**src/rtl/mips_multicycle_control_if.sv**
```systemverilog
// Bundle between the multicycle control FSM and the shared datapath / memory.
// The controller owns the master modport; the datapath side uses slave.
interface mips_multicycle_control_if #(
  parameter int CNT_W = 32
) ();
  logic [5:0]       opcode;
  logic             zero;
  logic             mem_ready;

  logic             PCWrite;
  logic             PCWriteCond;
  logic             IorD;
  logic             MemRead;
  logic             MemWrite;
  logic             MemToReg;
  logic             IRWrite;
  logic             RegDst;
  logic             RegWrite;
  logic             ALUSrcA;
  logic [1:0]       ALUSrcB;
  logic [1:0]       ALUOp;
  logic [1:0]       PCSource;

  logic             retired;
  logic             trap;
  logic [CNT_W-1:0] cycle_count;
  logic [CNT_W-1:0] instr_count;

  modport master (
    input  opcode, zero, mem_ready,
    output PCWrite, PCWriteCond, IorD, MemRead, MemWrite, MemToReg, IRWrite,
           RegDst, RegWrite, ALUSrcA, ALUSrcB, ALUOp, PCSource,
           retired, trap, cycle_count, instr_count
  );

  modport slave (
    output opcode, zero, mem_ready,
    input  PCWrite, PCWriteCond, IorD, MemRead, MemWrite, MemToReg, IRWrite,
           RegDst, RegWrite, ALUSrcA, ALUSrcB, ALUOp, PCSource,
           retired, trap, cycle_count, instr_count
  );
endinterface

```
**src/rtl/mips_multicycle_control.sv**
```systemverilog
// Multicycle MIPS control FSM with memory-ready timeout, illegal-opcode trap and
// saturating counters. Define MIPS_MC_ADDI_EN to add the addi execute/write-back path.
module mips_multicycle_control #(
  parameter int CNT_W   = 32,
  parameter int TIMEOUT = 255
) (
  input  logic                      clk,
  input  logic                      reset_n,
  mips_multicycle_control_if.master bus
);

  localparam int WAIT_W = (TIMEOUT < 2) ? 1 : $clog2(TIMEOUT + 1);

  localparam logic [5:0] OP_RTYPE = 6'b000000;
  localparam logic [5:0] OP_J     = 6'b000010;
  localparam logic [5:0] OP_BEQ   = 6'b000100;
  localparam logic [5:0] OP_LW    = 6'b100011;
  localparam logic [5:0] OP_SW    = 6'b101011;
`ifdef MIPS_MC_ADDI_EN
  localparam logic [5:0] OP_ADDI  = 6'b001000;
`endif

  typedef enum logic [3:0] {
    S_FETCH,
    S_DECODE,
    S_MEM_ADDR,
    S_MEM_READ,
    S_MEM_WB,
    S_MEM_WRITE,
    S_EXECUTE,
    S_R_WB,
    S_BRANCH,
    S_JUMP,
    S_TRAP
`ifdef MIPS_MC_ADDI_EN
    ,
    S_ADDI_EXEC,
    S_ADDI_WB
`endif
  } state_e;

  // Moore controls; IRWrite and the FETCH part of PCWrite depend on mem_ready
  // and are combined at the output instead.
  typedef struct packed {
    logic       pc_write;
    logic       pc_write_cond;
    logic       i_or_d;
    logic       mem_read;
    logic       mem_write;
    logic       mem_to_reg;
    logic       reg_dst;
    logic       reg_write;
    logic       alu_src_a;
    logic [1:0] alu_src_b;
    logic [1:0] alu_op;
    logic [1:0] pc_source;
  } ctl_t;

  function automatic ctl_t state_ctl(state_e s);
    ctl_t c;
    c = '0;
    case (s)
      S_FETCH: begin
        c.mem_read  = 1'b1;
        c.alu_src_b = 2'b01;
      end
      S_DECODE:    c.alu_src_b = 2'b11;
      S_MEM_ADDR: begin
        c.alu_src_a = 1'b1;
        c.alu_src_b = 2'b10;
      end
      S_MEM_READ: begin
        c.mem_read = 1'b1;
        c.i_or_d   = 1'b1;
      end
      S_MEM_WB: begin
        c.mem_to_reg = 1'b1;
        c.reg_write  = 1'b1;
      end
      S_MEM_WRITE: begin
        c.mem_write = 1'b1;
        c.i_or_d    = 1'b1;
      end
      S_EXECUTE: begin
        c.alu_src_a = 1'b1;
        c.alu_op    = 2'b10;
      end
      S_R_WB: begin
        c.reg_dst   = 1'b1;
        c.reg_write = 1'b1;
      end
      S_BRANCH: begin
        c.alu_src_a     = 1'b1;
        c.alu_op        = 2'b01;
        c.pc_write_cond = 1'b1;
        c.pc_source     = 2'b01;
      end
      S_JUMP: begin
        c.pc_write  = 1'b1;
        c.pc_source = 2'b10;
      end
`ifdef MIPS_MC_ADDI_EN
      S_ADDI_EXEC: begin
        c.alu_src_a = 1'b1;
        c.alu_src_b = 2'b10;
      end
      S_ADDI_WB:   c.reg_write = 1'b1;
`endif
      default:     c = '0;
    endcase
    return c;
  endfunction

  state_e            state_q, state_d;
  logic [WAIT_W-1:0] wait_q, wait_d;
  logic [5:0]        op_q, op_d;
  logic [CNT_W-1:0]  cycle_q, cycle_d;
  logic [CNT_W-1:0]  instr_q, instr_d;
  ctl_t              ctl_q;
  logic              retired_q, trap_q;
  logic              retire_d, mem_wait;

  // The ALU zero flag is gated with PCWriteCond in the datapath, not here.
  logic unused_zero;
  assign unused_zero = bus.zero;

  always_comb begin
    // NOTE: every next-state signal gets a default first, so no path leaves one unassigned and infers a latch.
    state_d  = state_q;
    op_d     = op_q;
    retire_d = 1'b0;
    mem_wait = 1'b0;

    case (state_q)
      S_FETCH: begin
        if (bus.mem_ready) state_d = S_DECODE;
        else               mem_wait = 1'b1;
      end
      S_DECODE: begin
        op_d = bus.opcode;
        case (bus.opcode)
          OP_LW, OP_SW: state_d = S_MEM_ADDR;
          OP_RTYPE:     state_d = S_EXECUTE;
          OP_BEQ:       state_d = S_BRANCH;
          OP_J:         state_d = S_JUMP;
`ifdef MIPS_MC_ADDI_EN
          OP_ADDI:      state_d = S_ADDI_EXEC;
`endif
          default:      state_d = S_TRAP;
        endcase
      end
      S_MEM_ADDR: state_d = (op_q == OP_SW) ? S_MEM_WRITE : S_MEM_READ;
      S_MEM_READ: begin
        if (bus.mem_ready) state_d = S_MEM_WB;
        else               mem_wait = 1'b1;
      end
      S_MEM_WB: begin
        retire_d = 1'b1;
        state_d  = S_FETCH;
      end
      S_MEM_WRITE: begin
        if (bus.mem_ready) begin
          retire_d = 1'b1;
          state_d  = S_FETCH;
        end else begin
          mem_wait = 1'b1;
        end
      end
      S_EXECUTE: state_d = S_R_WB;
      S_R_WB, S_BRANCH, S_JUMP: begin
        retire_d = 1'b1;
        state_d  = S_FETCH;
      end
`ifdef MIPS_MC_ADDI_EN
      S_ADDI_EXEC: state_d = S_ADDI_WB;
      S_ADDI_WB: begin
        retire_d = 1'b1;
        state_d  = S_FETCH;
      end
`endif
      S_TRAP:  state_d = S_TRAP;
      default: state_d = S_TRAP;
    endcase

    // wait_q counts earlier stalled cycles, so this is the TIMEOUT-th one.
    if (mem_wait && (wait_q == WAIT_W'(TIMEOUT - 1))) state_d = S_TRAP;

    if (state_d != state_q) wait_d = '0;
    else if (mem_wait)      wait_d = wait_q + 1'b1;
    else                    wait_d = wait_q;

    cycle_d = cycle_q;
    if ((state_q != S_TRAP) && (cycle_q != '1)) cycle_d = cycle_q + 1'b1;

    instr_d = instr_q;
    if (retire_d && (instr_q != '1)) instr_d = instr_q + 1'b1;
  end

  always_ff @(posedge clk or negedge reset_n) begin
    // NOTE: sequential state uses non-blocking assignments only, and every register here has an async reset value.
    if (!reset_n) begin
      state_q   <= S_FETCH;
      wait_q    <= '0;
      op_q      <= '0;
      cycle_q   <= '0;
      instr_q   <= '0;
      ctl_q     <= state_ctl(S_FETCH);
      retired_q <= 1'b0;
      trap_q    <= 1'b0;
    end else begin
      state_q   <= state_d;
      wait_q    <= wait_d;
      op_q      <= op_d;
      cycle_q   <= cycle_d;
      instr_q   <= instr_d;
      ctl_q     <= state_ctl(state_d);
      retired_q <= retire_d;
      trap_q    <= (state_d == S_TRAP);
    end
  end

  logic fetch_ready;
  assign fetch_ready = (state_q == S_FETCH) && bus.mem_ready;

  assign bus.PCWrite     = ctl_q.pc_write | fetch_ready;
  assign bus.IRWrite     = fetch_ready;
  assign bus.PCWriteCond = ctl_q.pc_write_cond;
  assign bus.IorD        = ctl_q.i_or_d;
  assign bus.MemRead     = ctl_q.mem_read;
  assign bus.MemWrite    = ctl_q.mem_write;
  assign bus.MemToReg    = ctl_q.mem_to_reg;
  assign bus.RegDst      = ctl_q.reg_dst;
  assign bus.RegWrite    = ctl_q.reg_write;
  assign bus.ALUSrcA     = ctl_q.alu_src_a;
  assign bus.ALUSrcB     = ctl_q.alu_src_b;
  assign bus.ALUOp       = ctl_q.alu_op;
  assign bus.PCSource    = ctl_q.pc_source;
  assign bus.retired     = retired_q;
  assign bus.trap        = trap_q;
  assign bus.cycle_count = cycle_q;
  assign bus.instr_count = instr_q;

endmodule

```
**src/flat_wrapper.sv**
```systemverilog
// flat-port wrapper written by rule: the top's interface ports become plain ports
module mips_multicycle_control_flat 
#(
  parameter int CNT_W   = 32,
  parameter int TIMEOUT = 255
)
  (clk, reset_n, bus_opcode, bus_zero, bus_mem_ready, bus_PCWrite, bus_PCWriteCond, bus_IorD, bus_MemRead, bus_MemWrite, bus_MemToReg, bus_IRWrite, bus_RegDst, bus_RegWrite, bus_ALUSrcA, bus_ALUSrcB, bus_ALUOp, bus_PCSource, bus_retired, bus_trap, bus_cycle_count, bus_instr_count);
  mips_multicycle_control_if #(.CNT_W(CNT_W)) bus_i ();
  input  logic clk;
  input  logic reset_n;
  input wire logic [$bits(bus_i.opcode)-1:0] bus_opcode;
  input wire logic [$bits(bus_i.zero)-1:0] bus_zero;
  input wire logic [$bits(bus_i.mem_ready)-1:0] bus_mem_ready;
  output wire logic [$bits(bus_i.PCWrite)-1:0] bus_PCWrite;
  output wire logic [$bits(bus_i.PCWriteCond)-1:0] bus_PCWriteCond;
  output wire logic [$bits(bus_i.IorD)-1:0] bus_IorD;
  output wire logic [$bits(bus_i.MemRead)-1:0] bus_MemRead;
  output wire logic [$bits(bus_i.MemWrite)-1:0] bus_MemWrite;
  output wire logic [$bits(bus_i.MemToReg)-1:0] bus_MemToReg;
  output wire logic [$bits(bus_i.IRWrite)-1:0] bus_IRWrite;
  output wire logic [$bits(bus_i.RegDst)-1:0] bus_RegDst;
  output wire logic [$bits(bus_i.RegWrite)-1:0] bus_RegWrite;
  output wire logic [$bits(bus_i.ALUSrcA)-1:0] bus_ALUSrcA;
  output wire logic [$bits(bus_i.ALUSrcB)-1:0] bus_ALUSrcB;
  output wire logic [$bits(bus_i.ALUOp)-1:0] bus_ALUOp;
  output wire logic [$bits(bus_i.PCSource)-1:0] bus_PCSource;
  output wire logic [$bits(bus_i.retired)-1:0] bus_retired;
  output wire logic [$bits(bus_i.trap)-1:0] bus_trap;
  output wire logic [$bits(bus_i.cycle_count)-1:0] bus_cycle_count;
  output wire logic [$bits(bus_i.instr_count)-1:0] bus_instr_count;
  assign bus_i.opcode = bus_opcode;
  assign bus_i.zero = bus_zero;
  assign bus_i.mem_ready = bus_mem_ready;
  assign bus_PCWrite = bus_i.PCWrite;
  assign bus_PCWriteCond = bus_i.PCWriteCond;
  assign bus_IorD = bus_i.IorD;
  assign bus_MemRead = bus_i.MemRead;
  assign bus_MemWrite = bus_i.MemWrite;
  assign bus_MemToReg = bus_i.MemToReg;
  assign bus_IRWrite = bus_i.IRWrite;
  assign bus_RegDst = bus_i.RegDst;
  assign bus_RegWrite = bus_i.RegWrite;
  assign bus_ALUSrcA = bus_i.ALUSrcA;
  assign bus_ALUSrcB = bus_i.ALUSrcB;
  assign bus_ALUOp = bus_i.ALUOp;
  assign bus_PCSource = bus_i.PCSource;
  assign bus_retired = bus_i.retired;
  assign bus_trap = bus_i.trap;
  assign bus_cycle_count = bus_i.cycle_count;
  assign bus_instr_count = bus_i.instr_count;
  mips_multicycle_control #(.CNT_W(CNT_W), .TIMEOUT(TIMEOUT)) u_core (.clk(clk), .reset_n(reset_n), .bus(bus_i));
endmodule
```
**config.mk**
```make
export PLATFORM = sky130hd
export DESIGN_NAME = mips_multicycle_control_flat
export DESIGN_NICKNAME = d
export VERILOG_FILES = /design/src/rtl/mips_multicycle_control_if.sv /design/src/rtl/mips_multicycle_control.sv /design/src/flat_wrapper.sv
export SDC_FILE = /design/constraint.sdc
export NUM_CORES = 1
export LEC_CHECK = 0
export ABC_CLOCK_PERIOD_IN_PS = 2200
export BUFFER_PORTS_ARGS = -buffer_cell sky130_fd_sc_hd__buf_2
export CORE_MARGIN = 3
export CORE_UTILIZATION = 56
export DETAILED_ROUTE_END_ITERATION = 10
export GPL_TIMING_DRIVEN = 0
export PLACE_DENSITY = 0.91
export SLEW_MARGIN = 0
export SYNTH_ARGS = -nofsm -noshare
export SYNTH_HDL_FRONTEND = slang
export SYNTH_SLANG_ARGS = --single-unit
```
**constraint.sdc**
```tcl
create_clock -name clk -period 2.2 [get_ports clk]
set_input_delay 0.44 -clock clk [delete_from_list [all_inputs] [get_ports clk]]
set_output_delay 0.44 -clock clk [all_outputs]
set_load 0.01 [all_outputs]
```
======== Yosys cells after proc, flatten, opt, wreduce, memory -nomap -nowiden ========
Cells that the tools add are included.
storage, ports and cells
  flip-flop bits (word level) ............. 99
  latch bits .............................. 0
  bits in writable memories ............... 0
  bits in read-only memories .............. 0
  input port bits ......................... 10
  memories ................................ 0
operators by class
  add/sub/neg operators ................... 3
  $mul .................................... 0
  divide/modulo/power cells ............... 0
  magnitude comparators ................... 0
  eq/ne operators ......................... 29
  shift-type cells ........................ 0
  mux-type cells .......................... 25
  bitwise operators ....................... 1
  reduce and logical (&&, ||, !) cells .... 15
operators by type and width
  operator                                                               number
  32-bit by 1-bit adder with 32-bit output, second input constant        2
  32-bit inequality test, second input constant                          2
  4-bit by 3-bit equality test with 1-bit output, second input constant  8
  4-bit one-hot mux with 7 select lines                                  1
  4-bit equality test, second input constant                             5
  6-bit equality test, second input constant                             3
  4-bit by 2-bit equality test with 1-bit output, second input constant  4
  4-bit 2-to-1 mux                                                       4
  8-bit 2-to-1 mux                                                       2
  4-bit one-hot mux with 4 select lines                                  1
  1-bit 2-to-1 mux                                                       12
  8-bit by 1-bit adder with 8-bit output, second input constant          1
  4-bit by 1-bit equality test with 1-bit output, second input constant  2
  8-bit equality test, second input constant                             1
  4-bit zero test                                                        2
  2-bit one-hot mux with 2 select lines                                  2
  2-bit OR reduction                                                     4
  6-bit by 2-bit equality test with 1-bit output, second input constant  1
  6-bit by 3-bit equality test with 1-bit output, second input constant  1
  6-bit zero test                                                        1
  2-bit one-hot mux with 3 select lines                                  1
  3-bit OR reduction                                                     2
  1-bit logical AND                                                      4
  4-bit inequality test                                                  1
  other kinds (6)                                                        6

======== Logic depth before layout (Yosys ltp) ========
  depth in word-level cells ............... 8
  gate-level depth with buffers ........... 8

======== Worst setup path after synthesis ========
Ideal clock, no wire load.
  path kind ............................... in2reg
  from .................................... input port bus_opcode[3]
  to ...................................... register u_core.ctl_q (netlist bit u_core.bus.IorD)
  setup time .............................. 75 ps
  arrival ................................. 2042 ps
  required time ........................... 2125 ps
  slack ................................... 84 ps
  cell stages on the path ................. 5
  cells stage by stage .................... or4_4 or3_4 and3_1 or4_4 a21oi_2
on the way
  longest elaborated chain between the ends .. 8
  elaborated cells between the ends (all ways) .. 13
  those cells by class .................... eq/ne (6); mux (4); reduce/logical (3)
RTL lines
  element                                                                                                           line                            text
  start, declared                                                                                                   flat_wrapper.sv:11              input wire logic [$bits(bus_i.opcode)-1:0] bus_opcode;
  6-bit equality test                                                                                               mips_multicycle_control.sv:141  case (bus.opcode)
  2-bit OR reduction                                                                                                mips_multicycle_control.sv:141
  4-bit one-hot mux with 4 select lines *                                                                           mips_multicycle_control.sv:141
  4-bit one-hot mux with 7 select lines *                                                                           mips_multicycle_control.sv:134  case (state_q)
  4-bit 2-to-1 mux *                                                                                                mips_multicycle_control.sv:186  if (mem_wait && (wait_q == WAIT_W'(TIMEOUT - 1))) state_d = S_TRAP;
  4-bit by 2-bit equality test with 1-bit output or 4-bit by 3-bit equality test with 1-bit output (tied branches)  mips_multicycle_control.sv:62   case (s)
  2-bit OR reduction (no source line) *                                                                             n/a
  1-bit 2-to-1 mux *                                                                                                mips_multicycle_control.sv:62
  end signal, assigned                                                                                              mips_multicycle_control.sv:207  ctl_q <= state_ctl(S_FETCH);
  end signal, assigned                                                                                              mips_multicycle_control.sv:216  ctl_q <= state_ctl(state_d);
  end, declared                                                                                                     mips_multicycle_control.sv:119  ctl_t ctl_q;
Mark *: on every way between the ends. The rest lies on a longest branch, timed or not.
A chain may end at the register's enable or synchronous reset.

======== Worst setup path in the final report ========
  from .................................... register u_core.state_q[1]
  to ...................................... output port bus_PCWrite
on the way
  longest elaborated chain between the ends .. 3
RTL lines
  element                 line                            text
  start, declared         mips_multicycle_control.sv:114  state_e state_q, state_d;
  start signal, assigned  mips_multicycle_control.sv:211  state_q <= state_d;
  4-bit zero test         mips_multicycle_control.sv:223  assign fetch_ready = (state_q == S_FETCH) && bus.mem_ready;
  1-bit logical AND       mips_multicycle_control.sv:223
  1-bit OR                mips_multicycle_control.sv:225  assign bus.PCWrite = ctl_q.pc_write | fetch_ready;
  end, declared           flat_wrapper.sv:14              output wire logic [$bits(bus_i.PCWrite)-1:0] bus_PCWrite;
Every way passes these cells.

==> flow_metrics.env <==
export IMPL_status="finished, final reports clean"
export IMPL_synth_top_cells_by_area="sky130_fd_sc_hd__dfrtp_1, sky130_fd_sc_hd__xnor2_1, sky130_fd_sc_hd__xor2_1"
export IMPL_number_of_hold_slack_violations_in_the_final_timing_report=0
export IMPL_yosys_area_top_type="sky130_fd_sc_hd__dfrtp_1"
export IMPL_port_buffers=90
export IMPL_synthesis_nets=488
export IMPL_antenna_cells_inserted=0
export IMPL_setup_repair_after_global_routing_missed_its_margin="yes"
export IMPL_io_pin_count=92
export IMPL_layout_cells_sized_above_1_pct=27.6
export IMPL_final_nets=594
export IMPL_cts_inserted_buffers=9
export IMPL_path_common_cell="sky130_fd_sc_hd__buf_6"
export IMPL_vdd_ir_drop_max_mv=0.560
export IMPL_worstPathCellList="buf_6 -> buf_6 -> nor2_2 -> and3_1 -> or2_2 -> buf_2"
export IMPL_area_growth_pct=19.4
export IMPL_via_count=4057
export IMPL_worst_r2r_cell_count=6
export IMPL_chipHeight_um=100
export IMPL_yosys_warnings=0
export IMPL_worst_path_buf_inv=3
export IMPL_setup_worst_path_start_class="flip-flop"
export IMPL_floorplan_initialDensity_pct=59.0
export IMPL_antenna_violations_before_repair=0
export IMPL_cts_htree_levels=3
export IMPL_slew_viol_final=0
export IMPL_half_perimeter_wire_length_after_detailed_placement_mm=7.88
export IMPL_synth_mux_area_share_pct=0.658
export IMPL_rr_endpoint="u_core.bus.instr_count[1]"
export IMPL_arrival_ns=1.71
export IMPL_largest_family_of_logic_cells_by_synthesized_area="simple AND/OR/NAND/NOR gates"
export IMPL_netlist_top_cells_count="sky130_fd_sc_hd__dfrtp_1, sky130_fd_sc_hd__nand2_1, sky130_fd_sc_hd__xnor2_1"
export IMPL_launch_instance_of_the_worst_register_to_register_path="u_core.state_q[1]"
export IMPL_ctsHoldBuffers=0
export IMPL_clkSinkCount=98
export IMPL_die_x_um=100
export IMPL_crit_type="reg -> out"
export IMPL_max_clock_freq_ghz=0.466
export IMPL_cts_root_to_sink_buffers=2
export IMPL_grt_remaining_overflow=0
export IMPL_first_pass_grt_wire_length_mm=18.5
export IMPL_cap_violations=0
export IMPL_critical_path_required_ns=1.76
export IMPL_power_leakage_uw=0.00298
export IMPL_synth_seq_area_share_pct=49.7
export IMPL_synth_edf_count=0
export IMPL_path_max_fanout=10
export IMPL_worst_skew_pair_latency_ns=0.36
export IMPL_ys_seq_elements=98
export IMPL_timing_final_crit_share_pct=97.6
export IMPL_setup_violations=0
export IMPL_design_die_area_um2=9990
export IMPL_synth_most_common_cell="sky130_fd_sc_hd__dfrtp_1"
export IMPL_path_clk_slew_ns=0.09
export IMPL_avgViaCountPerCell=5.89
export IMPL_synth_adder_area_share_pct=1.01
export IMPL_ff2ff_setup_slack_ns=0.07
export IMPL_synth_async_reset_ratio_pct=100
export IMPL_track_usage_pct=22.7
export IMPL_fin_skew_ns=0.0115
export IMPL_cpMaxStageDelayCell="sky130_fd_sc_hd__dfrtp_1"
export IMPL_synth_distinct_cells=61
export IMPL_critical_path_max_stage_delay_ns=0.40
export IMPL_fin_hold_ws_ns=0.00222
export IMPL_finalCriticalPeriod_ns=2.15
export IMPL_per_instance_average_area_after_synthesis_um2=10.4
export IMPL_powerDensity_nw_per_um2=980
export IMPL_fin_util_pct=70.4
export IMPL_std_cell_rows=33
export IMPL_post_drt_wl_per_cell_um=16.1
export IMPL_path_delay_family="simple AND/OR/NAND/NOR gates"
export IMPL_synth_area_um2=4940
export IMPL_syn_instance_count=474
export IMPL_firstDrtPassIters=4
export IMPL_worst_setup_path_end_kind="primary output"
export IMPL_synth_xor_xnor_area_share_pct=12.6
export IMPL_cts_root_buffer="sky130_fd_sc_hd__clkbuf_8"
export IMPL_fillers=592
export IMPL_synth_top_cell_area_share_pct=48.6
export IMPL_drt_first_iter_violations=189
export IMPL_worst_slew_pin_transition_ns=0.634
export IMPL_drcViolationCount=0
export IMPL_grt_start_max_net_pins=70
export IMPL_synth_compound_area_share_pct=6.71
export IMPL_antenna_violating_nets_post_route=0
export IMPL_gpl_final_weighted_congestion=0.906
export IMPL_design_core_area_um2=8380
export IMPL_synth_main_ff_cell="sky130_fd_sc_hd__dfrtp_1"
export IMPL_min_path_type="in -> async"
export IMPL_postRouteWirelength_mm=11.1
export IMPL_timing_slew_headroom_pct=57.6
export IMPL_tritoncts="yes"
export IMPL_first_global_vias=3819
export IMPL_yosys_area_share_simple_pct=26.1
==> metal layers <==
metal	up-vias	routed length (µm)	global-route usage, %
li1	1915	-	-
met5	-	0	0
met3	10	697	3.47
met1	1999	4960	31.2
met2	133	5380	37.5
met4	0	84	6.83
==> registers in the layout, indices dropped and copies added, names as in the netlist, 2 cells and up <==
| signal | cells |
|---|---|
| u_core.state_q | 4 |
| u_core.op_q | 6 |
| u_core.bus.instr_count | 32 |
| u_core.wait_q | 8 |
| u_core.bus.ALUOp | 2 |
| u_core.bus.ALUSrcB | 2 |
| u_core.bus.cycle_count | 32 |
==> placed cells by master (no fill, tap or decap), types with 7 or more instances in the layout <==
cell,n
sky130_fd_sc_hd__and4_1,12
sky130_fd_sc_hd__dfrtp_1,95
sky130_fd_sc_hd__a211oi_1,9
sky130_fd_sc_hd__clkbuf_8,11
sky130_fd_sc_hd__inv_1,9
sky130_fd_sc_hd__xor2_1,31
sky130_fd_sc_hd__nand3_1,28
sky130_fd_sc_hd__nor4_1,7
sky130_fd_sc_hd__xnor2_1,40
sky130_fd_sc_hd__nand4_1,30
sky130_fd_sc_hd__buf_2,91
sky130_fd_sc_hd__and3_1,25
sky130_fd_sc_hd__nand2_1,50
sky130_fd_sc_hd__nor2_1,14
sky130_fd_sc_hd__buf_4,13
sky130_fd_sc_hd__nor3_1,21
==> where the power goes <==
group	internal (µW)	total (µW)	switching (µW)
combinational	950	2220	1270
sequential	2120	2380	259
clock	559	1190	629
total	3630	5780	2160
==> area by class of cell <==
| type | count | area (µm²) | share of cell area (%) |
|---|---|---|---|
| Buffer | 21 | 150 | 2.54 |
| Sequential cell | 98 | 2460 | 41.6 |
| Clock buffer | 10 | 138 | 2.33 |
| Multi-Input combinational cell | 345 | 2410 | 40.9 |
| Inverter | 9 | 33.8 | 0.572 |
| Clock inverter | 5 | 62.6 | 1.06 |
| Tap cell | 105 | 131 | 2.23 |
| Timing Repair Buffer | 96 | 518 | 8.77 |
==> worst reg2reg max path, delay by kind of cell (launching register included) <==
kind / cells / cell delay, ns
multiplexers: 1 / 0.34
AND/OR/NAND/NOR: 2 / 0.64
AO/OA/AOI/OAI: 1 / 0.32
flip-flops: 1 / 0.40
buffers and inverters: 2 / 0.32
==> logic make-up (layout without fill, tap and decap cells) <==
logic type                 Yosys count  count (layout)
and+or+nand+nor                    226             226
DFF                                 98              98
xor gates and xnor gates            71              71
AOI/OAI and AO/OA                   41              41
buffers and inverters               31             141
adders and majority gates            4               4
muxes                                3               3
==> through the flow <==
stage	cell area, µm²	power (µW)	std cells	setup TNS, ns	setup WS (ns)
after global routing	5900	6150	689	-0.0902	-0.0364
after detailed placement	5560	4450	670	-1.70	-0.212
after CTS	5810	5700	687	0	0.000741
after floorplan	4940	3830	474	0	0.0835
after global placement	5530	4360	669	-23.27	-0.234
final	5900	5780	689	0	0.0539
==> how the worst max path moves through the flow <==
stage                     depth (start not counted)  slack, ns                         end                  startpoint
after global routing                              6      -0.04                 bus_PCWrite           u_core.state_q[1]
after CTS                                         5     0.0007   u_core.bus.instr_count[1]  u_core.bus.instr_count[12]
after detailed placement                          6      -0.21            u_core.wait_q[5]               bus_opcode[3]
after global placement                            1      -0.23  u_core.bus.instr_count[12]                     reset_n
final                                             6       0.05                 bus_PCWrite           u_core.state_q[1]
after floorplan                                   5       0.08             u_core.bus.IorD               bus_opcode[3]
==> repair_timing <==
action | in CTS | in global routing
pin swaps | 2 | 1
setup endpoints to repair | 6 | 44
buffers inserted | 2 | 3
resized for setup | 9 | 17
Power figures use the tool's default switching activity.
